`config.mk`:
```
export PLATFORM = sky130hd
export DESIGN_NAME = rx_bringup_seq
export DESIGN_NICKNAME = d
export VERILOG_FILES = /design/src/rtl/rx_bringup_seq.sv
export SDC_FILE = /design/constraint.sdc
export NUM_CORES = 1
export LEC_CHECK = 0
export BUFFER_PORTS_ARGS = -buffer_cell sky130_fd_sc_hd__buf_2
export CAP_MARGIN = 20
export CORE_MARGIN = 2
export CORE_UTILIZATION = 40
export DETAILED_ROUTE_END_ITERATION = 8
export PLACE_DENSITY = 0.54
export SETUP_SLACK_MARGIN = 0.02
export SYNTH_ARGS = -nofsm -noshare
export SYNTH_HDL_FRONTEND = slang
export SYNTH_SLANG_ARGS = --single-unit
export TNS_END_PERCENT = 20
```
`constraint.sdc`:
```
create_clock -name clk -period 6.8 [get_ports clk]
set_input_delay 0.34 -clock clk [delete_from_list [all_inputs] [get_ports clk]]
set_output_delay 0.34 -clock clk [all_outputs]
set_load 0.01 [all_outputs]
```
`src/rtl/rx_bringup_seq.sv`:
```
// Receiver front-end bring-up sequencer: ordered register-bank writes, settle wait, capture window.
// Define BRINGUP_PI_OFFSET_EN to append the four PI control offset writes (addresses 4..7).
module rx_bringup_seq #(
  parameter int PI_W          = 9,
  parameter int SETTLE_CYCLES = 64,
  parameter int RECORD_CYCLES = 160,
  parameter int ACK_TIMEOUT   = 255,
  parameter int PI_OFFSET_0   = 0,
  parameter int PI_OFFSET_1   = 149,
  parameter int PI_OFFSET_2   = 298,
  parameter int PI_OFFSET_3   = 447
) (
  input  logic            clk,
  input  logic            rstb,
  input  logic            start,
  input  logic            abort,
  output logic            wr_req,
  output logic [2:0]      wr_addr,
  output logic [PI_W-1:0] wr_data,
  input  logic            wr_ack,
  output logic            record_en,
  output logic            busy,
  output logic            done,
  output logic            err
);

  // state    | meaning
  // S_IDLE   | waiting for start
  // S_WR     | wr_req high for current list entry, waiting for ack
  // S_GAP    | one idle cycle between writes
  // S_SETTLE | settle countdown after the last write
  // S_RECORD | capture window open
  // S_DONE   | sequence complete, holds until start/abort
  // S_ERROR  | ack timeout, holds until start/abort
  typedef enum logic [2:0] {
    S_IDLE,
    S_WR,
    S_GAP,
    S_SETTLE,
    S_RECORD,
    S_DONE,
    S_ERROR
  } state_t;

`ifdef BRINGUP_PI_OFFSET_EN
  localparam logic [2:0] LAST_IDX = 3'd6;
`else
  localparam logic [2:0] LAST_IDX = 3'd2;
`endif

  localparam logic [15:0] TO_MAX    = 16'(ACK_TIMEOUT);
  localparam logic [15:0] SETTLE_LD = 16'(SETTLE_CYCLES - 1);
  localparam logic [15:0] RECORD_LD = 16'(RECORD_CYCLES - 1);

  // Index 3 is skipped in the address space: PI offsets live at 4..7.
  function automatic logic [2:0] entry_addr(input logic [2:0] idx);
    entry_addr = (idx < 3'd3) ? idx : idx + 3'd1;
  endfunction

  function automatic logic [PI_W-1:0] entry_data(input logic [2:0] idx);
    case (idx)
      3'd3:    entry_data = PI_W'(PI_OFFSET_0);
      3'd4:    entry_data = PI_W'(PI_OFFSET_1);
      3'd5:    entry_data = PI_W'(PI_OFFSET_2);
      3'd6:    entry_data = PI_W'(PI_OFFSET_3);
      default: entry_data = PI_W'(1);
    endcase
  endfunction

  state_t          r_state;
  logic [2:0]      r_idx;
  logic [15:0]     r_cnt;
  logic            r_wr_req;
  logic [2:0]      r_wr_addr;
  logic [PI_W-1:0] r_wr_data;
  logic            r_record_en;
  logic            r_busy;
  logic            r_done;
  logic            r_err;

  state_t          w_state_nxt;
  logic [2:0]      w_idx_nxt;
  logic [15:0]     w_cnt_nxt;
  logic            w_wr_req_nxt;
  logic [2:0]      w_wr_addr_nxt;
  logic [PI_W-1:0] w_wr_data_nxt;
  logic            w_record_en_nxt;
  logic            w_busy_nxt;
  logic            w_done_nxt;
  logic            w_err_nxt;

  always_comb begin
    w_state_nxt = r_state;
    w_idx_nxt   = r_idx;
    w_cnt_nxt   = r_cnt;

    if (abort) begin
      w_state_nxt = S_IDLE;
      w_idx_nxt   = 3'd0;
      w_cnt_nxt   = 16'd0;
    end else begin
      case (r_state)
        S_IDLE, S_DONE, S_ERROR: begin
          if (start) begin
            w_state_nxt = S_WR;
            w_idx_nxt   = 3'd0;
            w_cnt_nxt   = 16'd0;
          end
        end
        S_WR: begin
          if (wr_ack) begin
            w_state_nxt = S_GAP;
          end else if (r_cnt == TO_MAX) begin
            w_state_nxt = S_ERROR;
          end else begin
            w_cnt_nxt = r_cnt + 16'd1;
          end
        end
        S_GAP: begin
          if (r_idx == LAST_IDX) begin
            w_state_nxt = S_SETTLE;
            w_cnt_nxt   = SETTLE_LD;
          end else begin
            w_state_nxt = S_WR;
            w_idx_nxt   = r_idx + 3'd1;
            w_cnt_nxt   = 16'd0;
          end
        end
        S_SETTLE: begin
          if (r_cnt == 16'd0) begin
            w_state_nxt = S_RECORD;
            w_cnt_nxt   = RECORD_LD;
          end else begin
            w_cnt_nxt = r_cnt - 16'd1;
          end
        end
        S_RECORD: begin
          if (r_cnt == 16'd0) begin
            w_state_nxt = S_DONE;
          end else begin
            w_cnt_nxt = r_cnt - 16'd1;
          end
        end
        default: begin
          w_state_nxt = S_IDLE;
        end
      endcase
    end

    // Outputs are registered from the next state so the bank sees glitch-free levels.
    w_wr_req_nxt    = (w_state_nxt == S_WR);
    w_wr_addr_nxt   = w_wr_req_nxt ? entry_addr(w_idx_nxt) : 3'd0;
    w_wr_data_nxt   = w_wr_req_nxt ? entry_data(w_idx_nxt) : '0;
    w_record_en_nxt = (w_state_nxt == S_RECORD);
    w_busy_nxt      = (w_state_nxt == S_WR) || (w_state_nxt == S_GAP) ||
                      (w_state_nxt == S_SETTLE) || (w_state_nxt == S_RECORD);
    w_done_nxt      = (w_state_nxt == S_DONE);
    w_err_nxt       = (w_state_nxt == S_ERROR);
  end

  always_ff @(posedge clk or negedge rstb) begin
    if (!rstb) begin
      r_state     <= S_IDLE;
      r_idx       <= 3'd0;
      r_cnt       <= 16'd0;
      r_wr_req    <= 1'b0;
      r_wr_addr   <= 3'd0;
      r_wr_data   <= '0;
      r_record_en <= 1'b0;
      r_busy      <= 1'b0;
      r_done      <= 1'b0;
      r_err       <= 1'b0;
    end else begin
      r_state     <= w_state_nxt;
      r_idx       <= w_idx_nxt;
      r_cnt       <= w_cnt_nxt;
      r_wr_req    <= w_wr_req_nxt;
      r_wr_addr   <= w_wr_addr_nxt;
      r_wr_data   <= w_wr_data_nxt;
      r_record_en <= w_record_en_nxt;
      r_busy      <= w_busy_nxt;
      r_done      <= w_done_nxt;
      r_err       <= w_err_nxt;
    end
  end

  assign wr_req    = r_wr_req;
  assign wr_addr   = r_wr_addr;
  assign wr_data   = r_wr_data;
  assign record_en = r_record_en;
  assign busy      = r_busy;
  assign done      = r_done;
  assign err       = r_err;

endmodule
```
## After elaboration in Yosys (flattened, before gate mapping)

Index checks and enable logic that the tools add are counted.

| cells by class | value |
|---|---|
| add/subtract/negate cells | 4 |
| multipliers | 0 |
| div/mod/pow operators | 0 |
| order comparisons | 1 |
| equal/unequal tests | 22 |
| shift operators | 0 |
| multiplexer cells | 24 |
| bitwise logic cells | 0 |
| reductions and logical operators | 8 |

Operators with widths:

| cell | count |
|---|---|
| $mux 16 | 6 |
| $pmux 16 s5 | 1 |
| $pmux 9 s4 | 1 |
| $mux 3 | 11 |
| $eq 3x3->1 const B | 9 |
| $eq 3x2->1 const B | 6 |
| $add 16x1->16 const B | 1 |
| $eq 16x8->1 const B | 1 |
| $logic_not 16->1 | 1 |
| $sub 16x1->16 const B | 1 |
| $pmux 3 s5 | 1 |
| $ne 3x3->1 const B | 4 |
| $mux 9 | 1 |
| $add 3x1->3 const B | 2 |
| $eq 3x1->1 const B | 2 |
| $mux 6 | 1 |
| $pmux 3 s2 | 1 |
| $reduce_bool 6->1 | 1 |
| $reduce_and 5->1 | 1 |
| $logic_not 3->1 | 1 |
| $logic_or 1x1->1 | 3 |
| $lt 3x2->1 const B | 1 |
| $reduce_or 3->1 | 1 |
| $mux 2 | 1 |

| storage, ports and cells | value |
|---|---|
| flip-flop bits (word level) | 39 |
| latch bits | 0 |
| bits in writable memories | 0 |
| memory bits (read-only) | 0 |
| bits of input ports | 5 |
| output and inout bits | 17 |
| word-level logic and storage cells | 69 |
| memories | 0 |

## Logic depth before layout (Yosys ltp)

| logic depth | value |
|---|---|
| depth after elaboration | 9 |
| gate-level depth with buffers | 11 |
| depth with buffers taken out | 10 |

## Least setup slack after synthesis

Ideal clock, no wire load.

| timing path | value |
|---|---|
| kind | register to register |
| start | reg r_state[2] |
| end | reg r_wr_addr[2] (netlist: wr_addr[2]) |
| setup time | 0.077 ns |
| arrival time | 2.160 ns |
| required time | 6.723 ns |
| path slack | 4.563 ns |
| cell stages (with the launch flop) | 10 |
| path buffers | 1 |
| clock period less this slack | 2.237 ns |
| path through | dfrtp_1 -> clkbuf_1 -> nand2b_1 -> a221oi_1 -> or2_2 -> a31o_2 -> inv_1 -> ha_1 -> or2_2 -> a21oi_1 |

| between the ends | value |
|---|---|
| word-level cells in the longest chain between the ends | 7 |
| elaborated cells on any way between the ends | 22 |
| those cells by class | add/sub: 1; order compare: 1; eq/ne: 7; mux: 11; reduce/logical: 2 |

RTL lines:

| item | line | text |
|---|---|---|
| start, declared | 70 | `state_t r_state;` |
| start signal, assigned | 174 | `r_state <= w_state_nxt;` |
| $eq 3x3->1 / $logic_not 3->1 (equally long branches) | 102 | `case (r_state)` |
| $reduce_or 3->1 | 102 |  |
| $pmux 3 s2 (*) | 102 |  |
| $mux 3 (*) | 97 | `if (abort) begin` |
| named net w_idx_nxt[0] | 82 | `logic [2:0] w_idx_nxt;` |
| $add 3x1->3 / $lt 3x2->1 (equally long branches) | 57 | `entry_addr = (idx < 3'd3) ? idx : idx + 3'd1;` |
| $mux 3 (*) | 57 |  |
| $mux 3 (*) | 152 | `w_wr_addr_nxt = w_wr_req_nxt ? entry_addr(w_idx_nxt) : 3'd0;` |
| named net w_wr_addr_nxt[2] | 85 | `logic [2:0] w_wr_addr_nxt;` |
| end signal, assigned | 178 | `r_wr_addr <= w_wr_addr_nxt;` |
| end, declared | 74 | `logic [2:0] r_wr_addr;` |

Mark *: on every way through the listed nets, which the timed path passes. The rest lies on a longest branch.
A chain may end at the register's enable or synchronous reset.

## Worst setup path in the final report

| timing path | value |
|---|---|
| start | reg r_state[0] |
| end | reg r_wr_data[7] (netlist: wr_data[7]) |

| between the ends | value |
|---|---|
| elaborated cells on any way between the ends | 24 |
| those cells by class | eq/ne: 11; mux: 11; reduce/logical: 2 |

RTL lines:

| item | line | text |
|---|---|---|
| $eq 3x3->1 / $logic_not 3->1 (equally long branches) | 102 |  |
| $reduce_or 3->1 | 102 |  |
| $pmux 3 s5 (*) | 102 |  |
| $mux 3 (*) | 97 |  |
| named net w_state_nxt[2] | 81 | `state_t w_state_nxt;` |
| $eq 3x1->1 (*) | 151 | `w_wr_req_nxt = (w_state_nxt == S_WR);` |
| $mux 9 (*) | 153 | `w_wr_data_nxt = w_wr_req_nxt ? entry_data(w_idx_nxt) : '0;` |
| end signal, assigned | 179 | `r_wr_data <= w_wr_data_nxt;` |
| end, declared | 75 | `logic [PI_W-1:0] r_wr_data;` |

Marked as above.

==> impl_metrics.yaml <==
cells_and_area:
  drive_gt1_share_pct: 17.57
  syn_to_final_growth_pct: 6.398
  multi_input_area_um2: 1536
  final_cell_mix: "33 x dfrtp_1, 24 x nor2_1, 20 x nand2_1, 20 x buf_2, 17 x a21oi_1"
  fillCellCount: 631
  nets: 326
  diodes: 0
  final_common_cell: "dfrtp_1"
  seqCellArea_um2: 825.8
global_route:
  track_usage_pct: 18.95
  grt_max_degree: 34
  overflow: 0
  antenna_found_initial: 0
  first_global_vias: 2079
  grt_pass1_wl_mm: 10.81
clock_tree:
  cts_resized: 0
  cts_inserted_buffers: 5
  post_cts_buffers: 0
  cts_tree: "yes"
  h-tree-depth: 2
  clk_pin_slew_worst_paths_ns: 0.07
  cts_hold_buffers: 0
  cts.sinks: 33
  clk_latency_ns: 0.29
  clockRootBuffer: "clkbuf_8"
  clockBufferDepth: 2
critical_path:
  required_ns: 6.96
  critPathArrivalTime_ns: 2.98
  crit_type: "reg2reg"
  endpoint_kind: "flip-flop"
  crit_fanout: 21
  startpoint_type: "flip-flop"
flow_run:
  cap_violations: 0
drt:
  initialDrtViolationCount: 128
  met3_length_um: 224
  firstDrtPassIters: 4
  postRouteAntennaNets: 0
  drc: 0
  wl_met1_mm: 3.080
  finalWirelength_mm: 6.358
  vias: 2249
  maxUsedRoutingLayer: "met4"
  wl_met2_mm: 2.988
  vias_per_cell: 5.767
  avgRoutedWirePerCell_um: 16.30
sta:
  rsz0062_at_grt: "no"
  fin_skew_ns: 0.009493
  hold_viol_final: 0
  setup_violations: 0
  slew_headroom_pct: 49.02
  finalMaxSlewViolations: 0
  max_slew.worst_pin.slew_ns: 0.7648
  max_freq_ghz: 0.3546
  fin_setup_tns_ns: 0
  layout_setup_ws_ns: 3.980
  min_period_ns: 2.820
  period_share_pct: 41.48
place:
  place_ws_ns: 3.968
  io_buffers: 20
  place_congestion: 0.7965
  dpl.hpwl_mm: 4.480
synthesis:
  synth_async_sr_flop_share_pct: 100.0
  ys.flop_type: "dfrtp_1"
  avgSynthCellArea_um2: 8.381
  synthesis.nets: 322
  synth_cell_types: 65
  syn_area_um2: 2581
  ys_ff_latch: 33
  yosysWarnings: 0
  syn-instance-count: 308
  synth_edf_count: 0
  ys_seq_area_share_pct: 31.99
floorplanning:
  rows: 29
  initial_utilization_pct: 41.12
  die_y_um: 84.33
  die_w_um: 84.33
  core-area_um2: 6277
  ioPinCount: 22
  dieArea_um2: 7112
pwr:
  p_comb_share_pct: 21.2
  switching_power_mw: 0.1508
  p_clk_share_pct: 34.5
  power_density_nw_per_um2: 175.1
  internal-power_mw: 0.3300
  p_leak_nw: 1.192
  power_frac_seq_pct: 44.3
  vdd_ir_drop_max_mv: 0.08236
  swShare_pct: 31.37
run_status:
  status: "finished, final reports clean"
worst_hold_path:
  hp-class: "in2async"
power by group through the flow:
stage	Sequential, mW	Combinational [mW]	Clock, mW
detailed placement	0.217	0.102	0
floorplan	0.212	0.0802	0
CTS	0.213	0.103	0.173
global route	0.214	0.115	0.180
finish	0.213	0.102	0.166
global placement	0.217	0.103	0
worst max-delay path, stage by stage (launching register included):
cell and delay (ns):
dfrtp_1 0.72, nor2b_1 0.28, nand2b_1 0.38, nor4b_1 0.59, o21ai_1 0.17, inv_2 0.09, nand4bb_1 0.34, nor2_1 0.11
metrics by stage:
stage                     power, mW  instances  hold WS [ns]  area (um^2)  util (%)
after CTS                    0.4885        390        0.1572         2746     43.75
final                        0.4808        390        0.1195         2746     43.75
after global placement       0.3196        382        0.4708         2645     42.14
after floorplan              0.2924        308       0.04441         2581         -
after global routing         0.5094        390        0.1934         2746     43.75
after detailed placement     0.3188        382        0.4748         2645     42.14
cells by family after synthesis:
family          Yosys count  share of synthesized area, %
compound gates           89                         24.43
xor+xnor                  5                         1.696
fa+ha+maj                 9                         4.363
buf+inv                  44                         8.483
flops                    33                         31.99
mux                       2                         1.260
other cells               1                        0.1453
simple gates            125                         27.63
state kept, by name, summed over array words and instances, names as in the netlist:
register	flops
wr_req	1
done	1
r_idx	3
r_state	3
err	1
r_cnt	16
busy	1
wr_data	3
wr_addr	3
record_en	1
cell type report:
type / count / share of cell area, %
Clock buffer: 7 / 3.508
Clock inverter: 1 / 0.1822
Inverter: 19 / 2.597
Multi-Input combinational cell: 231 / 55.95
Sequential cell: 33 / 30.07
Tap cell: 77 / 3.508
Timing Repair Buffer: 22 / 4.191
cell usage after synthesis (3+ instances only):
master | count | area (um^2)
o221ai_1 | 6 | 52.55
a31oi_1 | 4 | 25.02
nor2b_1 | 3 | 18.77
o2bb2ai_1 | 4 | 35.03
o21ai_1 | 4 | 20.02
inv_2 | 3 | 11.26
nor3_1 | 10 | 50.05
nand3_1 | 13 | 65.06
o21ai_0 | 14 | 70.07
a21oi_2 | 3 | 26.28
or2_2 | 5 | 31.28
nand4_1 | 4 | 25.02
nand2_1 | 20 | 75.07
or3_1 | 7 | 43.79
and3_1 | 4 | 25.02
clkbuf_1 | 6 | 22.52
buf_4 | 7 | 52.55
o31ai_1 | 3 | 22.52
a32o_1 | 3 | 30.03
a22o_1 | 4 | 35.03
a21oi_1 | 17 | 85.08
dfrtp_1 | 33 | 825.8
nand2b_1 | 9 | 56.30
buf_2 | 10 | 50.05
and2_1 | 5 | 31.28
o22ai_1 | 3 | 18.77
nor2_1 | 24 | 90.09
o211ai_1 | 3 | 22.52
ha_1 | 9 | 112.6
xnor2_1 | 5 | 43.79
inv_1 | 16 | 60.06
o32ai_1 | 4 | 35.03
metal layers:
| layer | up-vias | GRT usage (%) |
|---|---|---|
| met5 | - | 0 |
| met4 | 0 | 5.483 |
| met3 | 6 | 3.245 |
| met2 | 36 | 29.73 |
| met1 | 1071 | 26.96 |
| li1 | 1136 | - |
path summary, 6_finish.rpt:
| kind | from | endpoint | slack, ns | depth (start not counted) |
|---|---|---|---|---|
| max | r_state[0]$_DFF_PN0_ | wr_data[7]$_DFF_PN0_ | 3.98 | 7 |
| min reg2reg | r_cnt[15]$_DFFE_PN0P_ | r_cnt[15]$_DFFE_PN0P_ | 0.60 | 1 |
| min in group clk | wr_ack | r_state[2]$_DFF_PN0_ | 0.57 | 4 |
| max in group asynchronous | rstb | r_cnt[1]$_DFFE_PN0P_ | 6.18 | 1 |
| min | rstb | r_cnt[15]$_DFFE_PN0P_ | 0.12 | 1 |
| max reg2reg | r_state[0]$_DFF_PN0_ | wr_data[7]$_DFF_PN0_ | 3.98 | 7 |
Note: power is estimated with default switching activity, not from simulation.
